[src/rtl/rom_add_seq.sv]
// rom_add_seq
// Sequencer for the dual-ROM adder datapath. When start is seen in IDLE it
// latches two base addresses and a pair count. It then walks both ROMs in
// lockstep and registers each byte sum with a one-cycle valid strobe. It also
// keeps a running total of every pair in the current run. The two 16x8
// async-read ROMs sit outside this block.
//
// Ports
//   clk, rst              rising-edge clock, synchronous active-high reset
//   start                 run request, only honoured in IDLE
//   hold                  stalls the walk while in RUN
//   base1, base2          first address for each ROM, latched at start
//   count                 number of pairs, latched at start (0 means 2**AW)
//   rom1_addr, rom2_addr  registered ROM addresses
//   rom1_data, rom2_data  combinational ROM read data
//   sum_out, sum_carry    registered byte sum and its carry-out
//   sum_valid             one-cycle strobe per registered sum
//   total                 accumulated sum of all pairs in the current run
//   busy                  high in RUN and DONE
//   done                  one-cycle pulse when a run completes
module rom_add_seq #(
  parameter int AW = 4,
  parameter int DW = 8,
  parameter int TW = 13
) (
  input  logic          clk,
  input  logic          rst,
  input  logic          start,
  input  logic          hold,
  input  logic [AW-1:0] base1,
  input  logic [AW-1:0] base2,
  input  logic [AW:0]   count,
  output logic [AW-1:0] rom1_addr,
  output logic [AW-1:0] rom2_addr,
  input  logic [DW-1:0] rom1_data,
  input  logic [DW-1:0] rom2_data,
  output logic [DW-1:0] sum_out,
  output logic          sum_carry,
  output logic          sum_valid,
  output logic [TW-1:0] total,
  output logic          busy,
  output logic          done
);

  typedef enum logic [1:0] {
    ST_IDLE = 2'd0,
    ST_RUN  = 2'd1,
    ST_DONE = 2'd2
  } state_t;

  // Full-width add, so the carry lands in the top bit.
  function automatic logic [DW:0] pair_add(input logic [DW-1:0] a, input logic [DW-1:0] b);
    return {1'b0, a} + {1'b0, b};
  endfunction

  state_t        state_r, state_s;
  logic [AW:0]   rem_r, rem_s;
  logic [AW-1:0] addr1_r, addr1_s;
  logic [AW-1:0] addr2_r, addr2_s;
  logic [DW-1:0] sum_r, sum_s;
  logic          carry_r, carry_s;
  logic          valid_r, valid_s;
  logic [TW-1:0] total_r, total_s;
  logic          busy_r, busy_s;
  logic          done_r, done_s;
  logic [DW:0]   pair_sum_s;

  // Next-state and next-output computation for the sequencer.
  always_comb begin
    state_s    = state_r;
    rem_s      = rem_r;
    addr1_s    = addr1_r;
    addr2_s    = addr2_r;
    sum_s      = sum_r;
    carry_s    = carry_r;
    valid_s    = 1'b0;
    total_s    = total_r;
    busy_s     = busy_r;
    done_s     = 1'b0;
    pair_sum_s = pair_add(rom1_data, rom2_data);
    case (state_r)
      ST_IDLE: begin
        if (start) begin
          addr1_s = base1;
          addr2_s = base2;
          // A zero count stands for a full sweep of the ROM.
          rem_s   = (count == {(AW+1){1'b0}}) ? {1'b1, {AW{1'b0}}} : count;
          total_s = {TW{1'b0}};
          carry_s = 1'b0;
          busy_s  = 1'b1;
          state_s = ST_RUN;
        end else begin
          state_s = ST_IDLE;
        end
      end
      ST_RUN: begin
        if (!hold) begin
          sum_s   = pair_sum_s[DW-1:0];
          carry_s = pair_sum_s[DW];
          total_s = total_r + {{(TW-DW-1){1'b0}}, pair_sum_s};
          valid_s = 1'b1;
          // The two addresses wrap independently at the ROM depth.
          addr1_s = addr1_r + {{(AW-1){1'b0}}, 1'b1};
          addr2_s = addr2_r + {{(AW-1){1'b0}}, 1'b1};
          rem_s   = rem_r - {{AW{1'b0}}, 1'b1};
          if (rem_r == {{AW{1'b0}}, 1'b1}) begin
            state_s = ST_DONE;
          end else begin
            state_s = ST_RUN;
          end
        end else begin
          state_s = ST_RUN;
        end
      end
      ST_DONE: begin
        // busy drops on the same edge that raises done, so they never overlap.
        done_s  = 1'b1;
        busy_s  = 1'b0;
        state_s = ST_IDLE;
      end
      default: begin
        busy_s  = 1'b0;
        state_s = ST_IDLE;
      end
    endcase
  end

  // State and output registers with synchronous reset.
  always_ff @(posedge clk) begin
    if (rst) begin
      state_r <= ST_IDLE;
      rem_r   <= {(AW+1){1'b0}};
      addr1_r <= {AW{1'b0}};
      addr2_r <= {AW{1'b0}};
      sum_r   <= {DW{1'b0}};
      carry_r <= 1'b0;
      valid_r <= 1'b0;
      total_r <= {TW{1'b0}};
      busy_r  <= 1'b0;
      done_r  <= 1'b0;
    end else begin
      state_r <= state_s;
      rem_r   <= rem_s;
      addr1_r <= addr1_s;
      addr2_r <= addr2_s;
      sum_r   <= sum_s;
      carry_r <= carry_s;
      valid_r <= valid_s;
      total_r <= total_s;
      busy_r  <= busy_s;
      done_r  <= done_s;
    end
  end

  assign rom1_addr = addr1_r;
  assign rom2_addr = addr2_r;
  assign sum_out   = sum_r;
  assign sum_carry = carry_r;
  assign sum_valid = valid_r;
  assign total     = total_r;
  assign busy      = busy_r;
  assign done      = done_r;

endmodule

[config.mk]
export PLATFORM = sky130hd
export DESIGN_NAME = rom_add_seq
export DESIGN_NICKNAME = d
export VERILOG_FILES = /design/src/rtl/rom_add_seq.sv
export SDC_FILE = /design/constraint.sdc
export NUM_CORES = 1
export LEC_CHECK = 0
export ABC_AREA = 0
export ABC_CLOCK_PERIOD_IN_PS = 3700
export BUFFER_PORTS_ARGS = -buffer_cell sky130_fd_sc_hd__buf_2
export CAP_MARGIN = 20
export CORE_MARGIN = 4
export CORE_UTILIZATION = 53
export CTS_CLUSTER_DIAMETER = 150
export CTS_CLUSTER_SIZE = 25
export DETAILED_ROUTE_END_ITERATION = 7
export GPL_TIMING_DRIVEN = 0
export MAX_ROUTING_LAYER = met4
export PLACE_DENSITY = 0.91
export SLEW_MARGIN = 25
export SYNTH_ARGS = -nofsm -noshare
export SYNTH_HDL_FRONTEND = slang
export SYNTH_SLANG_ARGS = --single-unit
[constraint.sdc]
create_clock -name clk -period 3.7 [get_ports clk]
set_input_delay 0.37 -clock clk [delete_from_list [all_inputs] [get_ports clk]]
set_output_delay 0.37 -clock clk [all_outputs]
set_load 0.01 [all_outputs]
* Word-level counts from Yosys, hierarchy flattened
Index checks and enable logic that the tools add are counted.
** Operators by class
- Bitwise logic cells :: 2
- Multiplexer cells :: 24
- Reductions and logical operators :: 7
- Add/subtract/negate cells :: 5
- Eq/ne operators :: 5
** Operators by type and width (number)
- $mux W13 :: 2
- $pmux W13 S2 :: 1
- $mux W4 :: 4
- $pmux W4 S2 :: 2
- $mux W5 :: 3
- $add A13 B9 Y13 :: 1
- $pmux W5 S2 :: 1
- $add A8 B8 Y9 :: 1
- $add A4 B1 Y4 const B :: 2
- $mux W1 :: 6
- $eq A5 B1 Y1 const B :: 1
- $logic_not A5 Y1 :: 1
- $sub A5 B1 Y5 const B :: 1
- $mux W2 :: 2
- $ne A2 B2 Y1 const B :: 2
- $pmux W1 S2 :: 2
- $pmux W2 S2 :: 1
- $reduce_and A2 Y1 :: 2
- $reduce_and A3 Y1 :: 1
- $eq A2 B1 Y1 const B :: 1
- $eq A2 B2 Y1 const B :: 1
- $logic_not A2 Y1 :: 1
- $not A1 Y1 :: 2
- $reduce_bool A2 Y1 :: 1
- $reduce_or A2 Y1 :: 1
** Storage, ports and cells
- Output and inout bits :: 33
- Input port bits :: 33
- Register bits after elaboration :: 40
- Logic and storage cells :: 53

* Longest topological paths before layout
- Depth after elaboration :: 4
- Depth in mapped cells :: 12
- Gate-level depth less buffers :: 12

* Worst setup path after synthesis
Ideal clock, no wire load.
- Path type :: in2reg
- Start point :: input rom1_data[0]
- End point :: register total_r[11] (netlist: total[11])
- Slack :: 0.787 ns
- Data required time :: 3.565 ns
- Stages on the path :: 11
- Path buffers :: 0
- Setup time :: 0.135 ns
- Arrival :: 2.779 ns
- Cells stage by stage :: ha_1 > fa_1 > a211oi_1 > o21bai_1 > a21oi_1 > xnor2_1 > ha_1 > a21o_1 > a211o_1 > a311oi_1 > o211ai_1
** Between the ends
- Word-level cells in the longest chain between the ends :: 4
** Ends and longest elaborated chain
- start, declared :: line 35 : input logic [DW-1:0] rom1_data,
- $add A8 B8 Y9 :: line 53 : return {1'b0, a} + {1'b0, b};
- via pair_sum_s[6] :: line 66 : logic [DW:0] pair_sum_s;
- $add A13 B9 Y13 :: line 100 : total_s = total_r + {{(TW-DW-1){1'b0}}, pair_sum_s};
- $mux W13 :: line 97 : if (!hold) begin
- $pmux W13 S2 :: line 81 : case (state_r)
- end signal, assigned :: line 138 : total_r <= {TW{1'b0}};
- end signal, assigned :: line 149 : total_r <= total_s;
- end, declared :: line 63 : logic [TW-1:0] total_r, total_s;
The timed path passes the listed nets, and every way through them passes these cells. The select of a mux whose other input is x is not followed.
A chain may end at the register's enable or synchronous reset.

* Final worst setup path
Ends and elaborated chain as after synthesis.

==> key figures <==
Synth
  • Top-count cell post-synth: dfxtp_1
  • Ys Warns: 0
  • Post-synthesis net count: about 370
  • Post-synthesis simple-gate area fraction: 24.22%
  • Post-Syn Area: about 2500 µm²
  • Synth top area share: 32.23%
  • Top cells by area, synth: dfxtp_1, ha_1, a21oi_1, nand2_1, nor2_1
  • EDFF count, synth: 0
  • Yosys reg bits: 40
  • Synth Area in XOR/XNOR: 3.877%
  • Unique masters post-synth: 45
  • Asr flop ratio synth: 0%
  • Post-synth top cells: dfxtp_1, nand2_1, a21oi_1, nor2_1, ha_1
  • Syn Inst Count: between 300 and 400
  • Mapped Avg Cell Area: slightly above 8 µm²
  • Top_reg_cell synth: dfxtp_1
  • Post-synthesis mux area share: under 10%
  • Compound-Gate Fraction of Synth Area: between 20 and 25%
  • Synth area leader: dfxtp_1
  • Adder-Cell Fraction of Synth Area: approximately an eighth
  • Seq/Total Area, Yosys: roughly 32%
  • Largest family of logic cells by synthesized area: simple AND/OR/NAND/NOR gates

Timing
  • Max-slew headroom: 62.41%
  • Final min period: around 3 ns
  • Fin. Hold Viols: 0
  • Slew Limit Fails: 0
  • RSZ-0062 raised after global routing: no
  • Part of the cycle the worst path needs: approximately 82%
  • Worst Max-Slew Pin Slew: 0.5638 ns
  • Total negative slack: 0 ns
  • Skew final: 0.004321 ns
  • # setup viols final: 0
  • Max Clock Freq: around 0.33 GHz

Global route
  • First-pass GRT wire length: 10930 µm
  • Vias in the first global route: 2446
  • Initial antenna violation count: 0
  • Largest net degree at the start of global routing: 12
  • Total gr overflow: 0
  • Tot GR Track Use: between 20% and 30%

Clocking
  • Clk root buf: clkbuf_8
  • CTS HTree Levels: 2
  • Clk_lat worst skew: approximately 0.30 ns
  • Worst-case clock buffer depth: 2
  • CTS Hold Bufs: 0
  • CTS tree: built
  • Post-CTS Setup Inserts: 0
  • Post-cts sizing count: 0
  • Clock-pin slew on the worst setup and hold paths: 0.08 ns
  • CTS buffer count: 5
  • Sink Count: 40

Worst setup path
  • Critical path fanouts, max: 3
  • Crit path DAT: ~3.2 ns
  • WP data required: a little under 4 ns
  • CP Class: in -> reg
  • Worst setup EP type: register
  • Worst setup SP type: input port

Flow run
  • MaxCap Viol Count: 0

Layout
  • Area Overhead vs Synth: 19.34%
  • Layout Nets: between 400 and 500
  • Diodes inserted: 0
  • Share of cells above drive strength 1: 20.47%
  • Finished Layout Cells: approximately 430

Placed design
  • PortBufs: between 60 and 70
  • Final HPWL DP: around 5000 µm
  • Cell count after placement: between 400 and 500
  • RePlAce Congestion: a little over 0.9

Routing
  • Drt drc: 0
  • Total Wirelength: about 6500 µm
  • Remaining antenna violation count: 0
  • Vias per cell: ~6
  • DRT iter0 DRCs: roughly 180
  • Vias: ~2500
  • DRT Pass-1 Iters: 4
  • Avg WL per Cell: approximately 15 µm

Floorplan
  • # IOs: 66
  • Die area: 5848 µm²
  • Die height: 76.47 µm
  • Site row count: 24
  • Core area: about 4400 µm²
  • Die W: around 76 µm
  • Initial Utilization: around 56%

Run status
  • Status: finished clean

Min path
  • Hold WC Path Type: in -> reg

Power and ir drop
  • LEAKAGE: approximately 1.4 nW
  • Peak supply drop: 0.1700 mV
  • P per Cell Area: roughly 380 nW/µm²
-- metrics by stage --
stage	hold slack (ns)	worst slack, ns	instance area (µm²)	power [mW]	utilization [%]
after global placement	0.4418	0.4505	2875	0.8124	64.70
after global routing	0.3513	0.4812	2965	1.200	66.72
final	0.3256	0.6647	2965	1.131	66.72
after CTS	0.3207	0.6983	2965	1.130	66.72
after detailed placement	0.4445	0.3874	2875	0.8252	64.70
after floorplan	0.4450	0.7865	2485	0.7264	-
-- final cells by class --
| class | instances | area (µm²) |
|---|---|---|
| fillers | 381 | 1479 |
| clock buffers | 8 | 90.09 |
| well taps | 52 | 65.06 |
| inverters | 8 | 30.03 |
| repair buffers | 65 | 325.3 |
| multi-input cells | 248 | 1602 |
| plain buffers | 12 | 52.55 |
| flip-flops and latches | 40 | 800.8 |
-- placed cells by master (no fill, tap or decap), types with 8 or more instances in the layout --
cell type	synthesis	final
nor2_1	29	29
nand2_1	37	37
clkbuf_1	7	9
inv_1	8	8
a21oi_1	34	34
dfxtp_1	40	40
ha_1	22	22
nand3_1	8	8
buf_2	3	68
o21ai_0	17	17
-- critical path: stages --
cell	delay, ns
buf_2	0.10
ha_1	0.21
fa_1	0.43
a211oi_1	0.34
o21bai_1	0.13
a21oi_1	0.18
xnor2_1	0.23
ha_1	0.34
a21o_1	0.22
a211o_1	0.30
a311oi_1	0.23
o211ai_1	0.13
-- worst paths after layout --
kind	startpoint	endpoint	slack [ns]	cells past startpoint
worst max-delay path	rom1_data[0]	total[11]	0.66	12
worst min-delay path	base1[0]	rom1_addr[0]	0.33	3
worst max register to register	total[0]	total[12]	1.75	8
worst min register to register	sum_out[0]	sum_out[0]	0.45	2
-- registers in the layout, summed over array words and instances (netlist names) --
| register | flops |
|---|---|
| total | 13 |
| rem_r | 5 |
| sum_valid | 1 |
| sum_out | 8 |
| done | 1 |
| rom1_addr | 4 |
| state_r | 2 |
| sum_carry | 1 |
| busy | 1 |
| rom2_addr | 4 |
-- logic make-up (layout without fill, tap and decap cells) --
family | Yosys count | in the layout
AOI/OAI and AO/OA | 89 | 89
and+or+nand+nor | 121 | 121
buffers and inverters | 20 | 93
adders and majority gates | 24 | 24
xor gates and xnor gates | 11 | 11
muxes | 3 | 3
DFF | 40 | 40
-- where the power goes --
group | internal [mW] | switching [mW] | leakage (nW)
Sequential | 0.458 | 0.0237 | 0.327
Combinational | 0.143 | 0.196 | 1.02
Clock | 0.152 | 0.158 | 0.0455
-- routing by layer --
metal	routed length [µm]	vias up	global-route usage, %
met3	426	14	4.965
met1	2856	1174	27.75
met5	0	-	-
met4	123	0	9.239
li1	-	1258	-
met2	3076	92	38.66
(Power assumes the default switching activity.)
